File: config.mk
export PLATFORM = sky130hd
export DESIGN_NAME = smul_wb_stage
export DESIGN_NICKNAME = d
export VERILOG_FILES = /design/src/rtl/smul_pkg.sv /design/src/rtl/smul_fifo.sv /design/src/rtl/smul_wb_stage.sv
export SDC_FILE = /design/constraint.sdc
export NUM_CORES = 1
export LEC_CHECK = 0
export ABC_AREA = 1
export BUFFER_PORTS_ARGS = -buffer_cell sky130_fd_sc_hd__clkbuf_2
export CORE_MARGIN = 2
export CORE_UTILIZATION = 45
export CTS_BUF_LIST = sky130_fd_sc_hd__clkbuf_2 sky130_fd_sc_hd__clkbuf_4 sky130_fd_sc_hd__clkbuf_8
export DETAILED_ROUTE_END_ITERATION = 8
export PLACE_DENSITY_LB_ADDON = 0.08
export SYNTH_ARGS = -nofsm -noshare
export SYNTH_HDL_FRONTEND = slang
export SYNTH_SLANG_ARGS = --single-unit
File: constraint.sdc
create_clock -name clk -period 11.5 [get_ports clk]
set_input_delay 1.725 -clock clk [delete_from_list [all_inputs] [get_ports clk]]
set_output_delay 1.725 -clock clk [all_outputs]
set_load 0.01 [all_outputs]
File: src/rtl/smul_pkg.sv
// Shared definitions for the multiply write-back path: lane geometry,
// default vector/index widths and the packed FIFO entry layout.
package smul_pkg;

  // Product vector geometry: 16 lanes of 16 bits each
  localparam int LANE_W = 16;
  localparam int LANES  = 16;
  localparam int DW_DEF = LANE_W * LANES;
  localparam int AW_DEF = 3;

  // One buffered write-back request as produced by the multiply stage
  typedef struct packed {
    logic [DW_DEF-1:0] product;
    logic              ovf;
    logic [AW_DEF-1:0] dst;
  } smul_entry_t;

  localparam int ENTRY_W_DEF = $bits(smul_entry_t);

  // Width of a packed {product, ovf, dst} entry for arbitrary DW/AW
  function automatic int entry_width(input int dw, input int aw);
    return dw + 1 + aw;
  endfunction

endpackage

File: src/rtl/smul_fifo.sv
// Generic DEPTH-entry FIFO with read/write pointers and an occupancy count.
// DEPTH must be a power of two (>= 2) so the pointers wrap naturally.
// Both handshake outputs come from registered state only; there is no
// combinational path from pop_ready to push_ready and no write-to-read bypass.
module smul_fifo #(
  parameter int DEPTH = 2,
  parameter int W     = 8
) (
  input  logic         clk,
  input  logic         rst,
  input  logic         push_valid,
  output logic         push_ready,
  input  logic [W-1:0] push_data,
  output logic         pop_valid,
  input  logic         pop_ready,
  output logic [W-1:0] pop_data
);

  localparam int PW = (DEPTH > 1) ? $clog2(DEPTH) : 1;
  localparam int CW = $clog2(DEPTH + 1);

  logic [PW-1:0] r_wr_ptr;
  logic [PW-1:0] r_rd_ptr;
  logic [CW-1:0] r_count;
  logic [W-1:0]  r_mem [DEPTH];

  logic w_full;
  logic w_empty;
  logic w_push;
  logic w_pop;

  assign w_full  = (r_count == CW'(DEPTH));
  assign w_empty = (r_count == '0);

  // A full FIFO refuses the push even if a pop happens in the same cycle,
  // which keeps push_ready independent of pop_ready.
  assign w_push = push_valid && !w_full;
  assign w_pop  = pop_ready  && !w_empty;

  assign push_ready = !w_full;
  assign pop_valid  = !w_empty;
  assign pop_data   = r_mem[r_rd_ptr];

  // Storage write; contents need no reset because pop_valid gates them
  always_ff @(posedge clk) begin
    if (w_push) begin
      r_mem[r_wr_ptr] <= push_data;
    end
  end

  // Write pointer advances on every accepted push, wrapping modulo DEPTH
  always_ff @(posedge clk or posedge rst) begin
    if (rst) begin
      r_wr_ptr <= '0;
    end else if (w_push) begin
      r_wr_ptr <= r_wr_ptr + PW'(1);
    end
  end

  // Read pointer advances on every accepted pop, wrapping modulo DEPTH
  always_ff @(posedge clk or posedge rst) begin
    if (rst) begin
      r_rd_ptr <= '0;
    end else if (w_pop) begin
      r_rd_ptr <= r_rd_ptr + PW'(1);
    end
  end

  // Occupancy: simultaneous push and pop leaves the count unchanged
  always_ff @(posedge clk or posedge rst) begin
    if (rst) begin
      r_count <= '0;
    end else begin
      case ({w_push, w_pop})
        2'b10:   r_count <= r_count + CW'(1);
        2'b01:   r_count <= r_count - CW'(1);
        default: r_count <= r_count;
      endcase
    end
  end

endmodule

File: src/rtl/smul_wb_stage.sv
// Write-back buffer between the SIMD multiply stage and the vector register
// file. Results are queued in smul_fifo and presented from the head entry.
// Optional feature: define SMUL_STICKY_OVF_EN to build the sticky overflow
// status flag; without it ovf_sticky is constant 0 and ovf_clr is unused.
module smul_wb_stage
  import smul_pkg::*;
#(
  parameter int DEPTH = 2,
  parameter int DW    = DW_DEF,
  parameter int AW    = AW_DEF
) (
  input  logic          clk,
  input  logic          rst,
  input  logic          in_valid,
  output logic          in_ready,
  input  logic [DW-1:0] in_product,
  input  logic          in_ovf,
  input  logic [AW-1:0] in_dst,
  output logic          wb_valid,
  input  logic          wb_ready,
  output logic [DW-1:0] wb_data,
  output logic [AW-1:0] wb_dst,
  output logic          wb_ovf,
  output logic          ovf_sticky,
  input  logic          ovf_clr
);

  localparam int EW = entry_width(DW, AW);

  logic [EW-1:0] w_push_entry;
  logic [EW-1:0] w_head_entry;
  logic          w_pop_fire;

  // Entry layout matches smul_entry_t: {product, ovf, dst}
  assign w_push_entry = {in_product, in_ovf, in_dst};

  smul_fifo #(
    .DEPTH (DEPTH),
    .W     (EW)
  ) u_fifo (
    .clk        (clk),
    .rst        (rst),
    .push_valid (in_valid),
    .push_ready (in_ready),
    .push_data  (w_push_entry),
    .pop_valid  (wb_valid),
    .pop_ready  (wb_ready),
    .pop_data   (w_head_entry)
  );

  // Product bits are passed through untouched
  assign wb_data = w_head_entry[EW-1 -: DW];
  assign wb_ovf  = w_head_entry[AW];
  assign wb_dst  = w_head_entry[AW-1:0];

  assign w_pop_fire = wb_valid && wb_ready;

`ifdef SMUL_STICKY_OVF_EN
  logic r_ovf_sticky;

  // Sticky overflow: a popped overflowing entry sets it and beats a clear
  always_ff @(posedge clk or posedge rst) begin
    if (rst) begin
      r_ovf_sticky <= 1'b0;
    end else if (w_pop_fire && wb_ovf) begin
      r_ovf_sticky <= 1'b1;
    end else if (ovf_clr) begin
      r_ovf_sticky <= 1'b0;
    end
  end

  assign ovf_sticky = r_ovf_sticky;
`else
  logic w_unused_sticky;

  // Feature absent: no state, flag tied low, clear and pop event unused
  assign w_unused_sticky = ovf_clr ^ w_pop_fire;
  assign ovf_sticky      = 1'b0;
`endif

endmodule

## Word level (Yosys, flattened, before mapping)

Memories as Yosys holds them, arrays and structs flattened.
Cells that the tools add are included.

- Add/sub/neg operators: 4
- Equality and inequality tests: 3
- Multiplexer cells: 3
- Reduce and logical (&&, ||, !) cells: 6

Operators by type and width:

| kind | count |
|---|---|
| == test 2 bit (second input constant) | 2 |
| one-hot mux 2 bit (2 select lines) | 1 |
| adder 1 bit (second input constant) | 2 |
| adder 2 x 1 -> 2 bit (second input constant) | 1 |
| == test 2 x 1 -> 1 bit (second input constant) | 1 |
| logical AND 1 bit | 2 |
| zero test 1 bit | 2 |
| zero test 2 bit | 1 |
| two-way mux 1 bit | 2 |
| nonzero test 2 bit | 1 |
| subtractor 2 x 1 -> 2 bit (second input constant) | 1 |

- Flip-flop bits (word level): 4
- Bits in writable memories: 520
- Input port bits: 265
- Output and inout bits: 263
- Word-level logic and storage cells: 20
- Memories kept: 1

Memories:

| memory | words | bits a word | read ports | clocked after memory_dff | wr ports | RTL line | RTL |
|---|---|---|---|---|---|---|---|
| u_fifo.r_mem | 2 | 260 | 1 | 0 | 1 | smul_fifo.sv:25 | `logic [W-1:0] r_mem [DEPTH];` |

## Depth between registers and ports, before layout

- Depth after elaboration: 5
- Gate-level depth with buffers: 10
- Mapped depth without buffers: 10

## Cells and area by module

A second synthesis with hierarchy kept.

- Cells, all modules: 1391
- Area total of the unflattened synthesis: 20425.8 um^2

Modules (own cells, without submodules):

| module | instances | cells an instance | area each (um^2) |
|---|---|---|---|
| smul_fifo | 1 | 1389 | 20414.6 |
| smul_wb_stage | 1 | 2 | 11.3 |

## Worst setup path before layout

No wires, ideal clock.

- Path kind: input -> register
- Start point: input port in_valid
- End point: memory u_fifo.r_mem[1][0] (netlist name), enable pin
- Arrival time: 12.610 ns
- Data required time: 10.613 ns
- Slack: -1.997 ns
- Stages: 2
- Cells stage by stage: nand2_1 nor2_1

- Word-level cells in the longest chain between the ends: 3

RTL lines:

| element | RTL line | RTL |
|---|---|---|
| from (decl) | smul_wb_stage.sv:14 | `input logic in_valid,` |
| logical AND 1 bit | smul_fifo.sv:37 | `assign w_push = push_valid && !w_full;` |
| two-way mux 1 bit | smul_fifo.sv:46 | `if (w_push) begin` |
| two-way mux 1 bit (not written as such) | smul_fifo.sv:47 | `r_mem[r_wr_ptr] <= push_data;` |
| to (decl) | smul_fifo.sv:25 |  |

No other way between the ends.

## Final worst setup path

- Start point: register u_fifo.r_rd_ptr
- End point: output port wb_data[229]

- Word-level cells in the longest chain between the ends: 1

RTL lines:

| element | RTL line | RTL |
|---|---|---|
| from (decl) | smul_fifo.sv:23 | `logic [PW-1:0] r_rd_ptr;` |
| from (signal assigned) | smul_fifo.sv:65 | `r_rd_ptr <= r_rd_ptr + PW'(1);` |
| memory read (2 x 260 bit) | -- |  |
| to (decl) | smul_wb_stage.sv:21 | `output logic [DW-1:0] wb_data,` |

No other way between the ends.

==> flow_metrics.env <==
export IMPL_clockPowerShare_pct=24.3
export IMPL_comb_power_share_pct=32.4
export IMPL_cts_tree="yes"
export IMPL_cts_setup_buffers=0
export IMPL_rsz0062_at_grt="false"
export IMPL_antenna_found_initial=14
export IMPL_dp_cells=2470
export IMPL_insertion_delay_ns=0.65
export IMPL_synth_warning_count=0
export IMPL_slew_viol_final=0
export IMPL_p_leak_nw=10.63
export IMPL_drive_gt1_share_pct=43.46
export IMPL_drt_wl_total_um=44680
export IMPL_ir_drop_uv=161.4
export IMPL_r2r_end="u_fifo.r_mem[1][154]"
export IMPL_fin_cells=2632
export IMPL_whs_ns=0.4963
export IMPL_gp_congestion=0.7840
export IMPL_port_buffers=525
export IMPL_vias=12140
export IMPL_hold_viol_final=0
export IMPL_detail_route_antenna_nets=0
export IMPL_holdPathEnd="u_fifo.r_count[0]"
export IMPL_syn_to_final_growth_pct=22.44
export IMPL_p_switching_mw=2.230
export IMPL_status="complete, no violations"
export IMPL_drc=0
export IMPL_reg2reg_slack_ns=8.42
export IMPL_synth_nets=1656
export IMPL_synth_seq_cells=524
export IMPL_wl_per_cell_um=16.98
export IMPL_place_hpwl_um=30330
export IMPL_p_int_mw=4.117
export IMPL_dr_pass1_iters=5
export IMPL_cap_violations=0
export IMPL_power_frac_seq_pct=43.3
export IMPL_die_area_um2=47100
export IMPL_gr_total_overflow=0
export IMPL_finalCriticalPeriod_ns=5.678
export IMPL_fin_tns_setup_ns=0
export IMPL_seq_area_frac_synth_pct=76.95
export IMPL_cts_hold_buf=0
export IMPL_clock_skew_ns=0.02979
export IMPL_crit_path_max_fanout=84
export IMPL_worst_pin_slew_ns=1.096
export IMPL_start_util_pct=45.29
export IMPL_syn_cell_area_um2=20420
export IMPL_rr_worst_depth=6
export IMPL_synth_top_area_share_pct=76.46
export IMPL_clock_sinks=524
export IMPL_hold_depth=1
export IMPL_coreArea_um2=45090
export IMPL_synth_area_top_cells="edfxtp_1, o21ai_2, nand2_1"
export IMPL_clk_path_buf_depth=3
export IMPL_fp_row_count=78
export IMPL_synth_cell_types=19
export IMPL_syn_area_per_cell_um2=14.69
export IMPL_critPathLaunchType="flip-flop"
export IMPL_grt_pass1_vias=11750
export IMPL_required_ns=9.78
export IMPL_viasPerCell=4.611
export IMPL_grt_pass1_wl_um=66050
export IMPL_io_pins=528
export IMPL_post_route_util_pct=55.46
export IMPL_cts_root_buf="clkbuf_8"
export IMPL_synthCells=1390
export IMPL_min_from="u_fifo.r_count[0]"
export IMPL_cts_resized=0
export IMPL_crit_type="reg2out"
export IMPL_switching_share_pct=35.14
export IMPL_drtIter0Drc=599
export IMPL_htree_levels=3
export IMPL_power_mw=6.347
export IMPL_synth_area_leader_cell="edfxtp_1"
export IMPL_relSlewSlack_pct=26.96
export IMPL_hp_class="reg2reg"
export IMPL_nets=2224
export IMPL_dieHeight_um=217.0
export IMPL_finalCritPeriodShare_pct=49.38
export IMPL_cp_end_kind="output port"
export IMPL_crit_arrival_ns=3.95
export IMPL_r2r_start="u_fifo.r_count[0]"
export IMPL_die_width_um=217.0
export IMPL_numCtsBuffers=86
export IMPL_max_freq_mhz=176.1
export IMPL_grt_max_degree=85
export IMPL_grtUsageTotal_pct=18.75
export IMPL_powerDensity_nw_per_um2=253.8
export IMPL_nFillCells=3781
export IMPL_clk_pin_slew_worst_paths_ns=0.06
export IMPL_final_setup_viol_count=0
[power groups by stage]
stage	Combinational (mW)	Sequential (mW)	Clock, mW
6_report	2.06	2.75	1.54
2_1_floorplan	1.44	2.83	0
3_5_place_dp	2.11	2.79	0
3_3_place_gp	2.09	2.77	0
5_1_grt	2.27	2.79	1.68
4_1_cts	2.11	2.75	1.60
[state kept, by name (all words and copies together), names as in the netlist]
register	flops
u_fifo.r_rd_ptr	1
u_fifo.r_wr_ptr	1
u_fifo.r_count	2
u_fifo.r_mem	520
[final cells by class]
class                      instances  area (um2)  area share (%)
sequential                       524       15720           62.87
multi-input combinational        540        3141           12.56
timing repair buffer             539        2733           10.93
clock buffer                     125        1501           6.005
inverter                         267        1002           4.008
tap                              600       750.7           3.002
clock inverter                    30       140.1          0.5604
antenna                            7       17.52         0.07006
[synthesized netlist by cell type]
| cell | n |
|---|---|
| nand2_1 | 270 |
| o21ai_2 | 200 |
| clkbuf_2 | 1 |
| nand3b_1 | 1 |
| nand4_1 | 1 |
| nand3_1 | 1 |
| a21oi_1 | 1 |
| clkbuf_1 | 3 |
| buf_6 | 40 |
| buf_4 | 15 |
| nor2_1 | 3 |
| inv_1 | 267 |
| xnor2_1 | 1 |
| o21ai_1 | 20 |
| edfxtp_1 | 520 |
| o21ai_0 | 40 |
| dfrtp_1 | 4 |
| ha_1 | 1 |
| conb_1 | 1 |
[critical path, cell delays in order (launching register included)]
cell and delay, ns:
dfrtp_4 1.03, buf_4 0.80, buf_4 0.92, o21ai_0 0.29, clkbuf_2 0.19
[stage by stage]
step / setup slack, ns / area (um2)
after global routing: 5.316 / 25000
after floorplan: 2.410 / 20430
after detailed placement: 6.292 / 23340
after CTS: 5.539 / 24990
after global placement: 6.336 / 23340
final: 5.822 / 25000
[cell usage in the layout, fill, tap and decap left out, types with 2 or more instances in the layout]
cell and n:
edfxtp_1 520, clkinv_2 9, nand2_1 270, inv_1 267, clkinv_1 17, nor2_4 2, dfrtp_1 3, clkbuf_4 35
clkbuf_2 525, o21ai_2 200, clkinvlp_4 3, clkbuf_8 90, diode_2 7, o21ai_1 20, buf_4 14, o21ai_0 40
[logic make-up (layout without fill, tap and decap cells)]
| kind of cell | Yosys count | after routing | share of synthesized area, % |
|---|---|---|---|
| compound gates | 261 | 261 | 10.07 |
| buf+inv | 326 | 961 | 7.744 |
| other cells | 1 | 8 | 0.01836 |
| fa+ha+maj | 1 | 1 | 0.06126 |
| simple gates | 276 | 276 | 5.110 |
| xor+xnor | 1 | 1 | 0.04289 |
| flops | 524 | 524 | 76.95 |
[worst max-delay path by stage]
stage	cells past startpoint	from	to	slack, ns
4_1_cts	4	u_fifo.r_rd_ptr	wb_data[229]	5.54
5_1_grt	5	u_fifo.r_rd_ptr	wb_data[128]	5.32
3_5_place_dp	4	u_fifo.r_rd_ptr	wb_data[229]	6.29
6_report	4	u_fifo.r_rd_ptr	wb_data[229]	5.82
3_3_place_gp	4	u_fifo.r_rd_ptr	wb_data[229]	6.34
2_1_floorplan	2	in_valid	u_fifo.r_mem[1][0]	2.41
[layer usage]
metal	vias to the layer above	wire length, um	global-route usage, %
met5	-	98	0
met4	14	1335	9.110
met3	87	4477	8.246
met2	392	21980	30.38
met1	5691	16790	21.24
li1	5951	-	-
No activity file was read; power rests on OpenSTA's default activity.
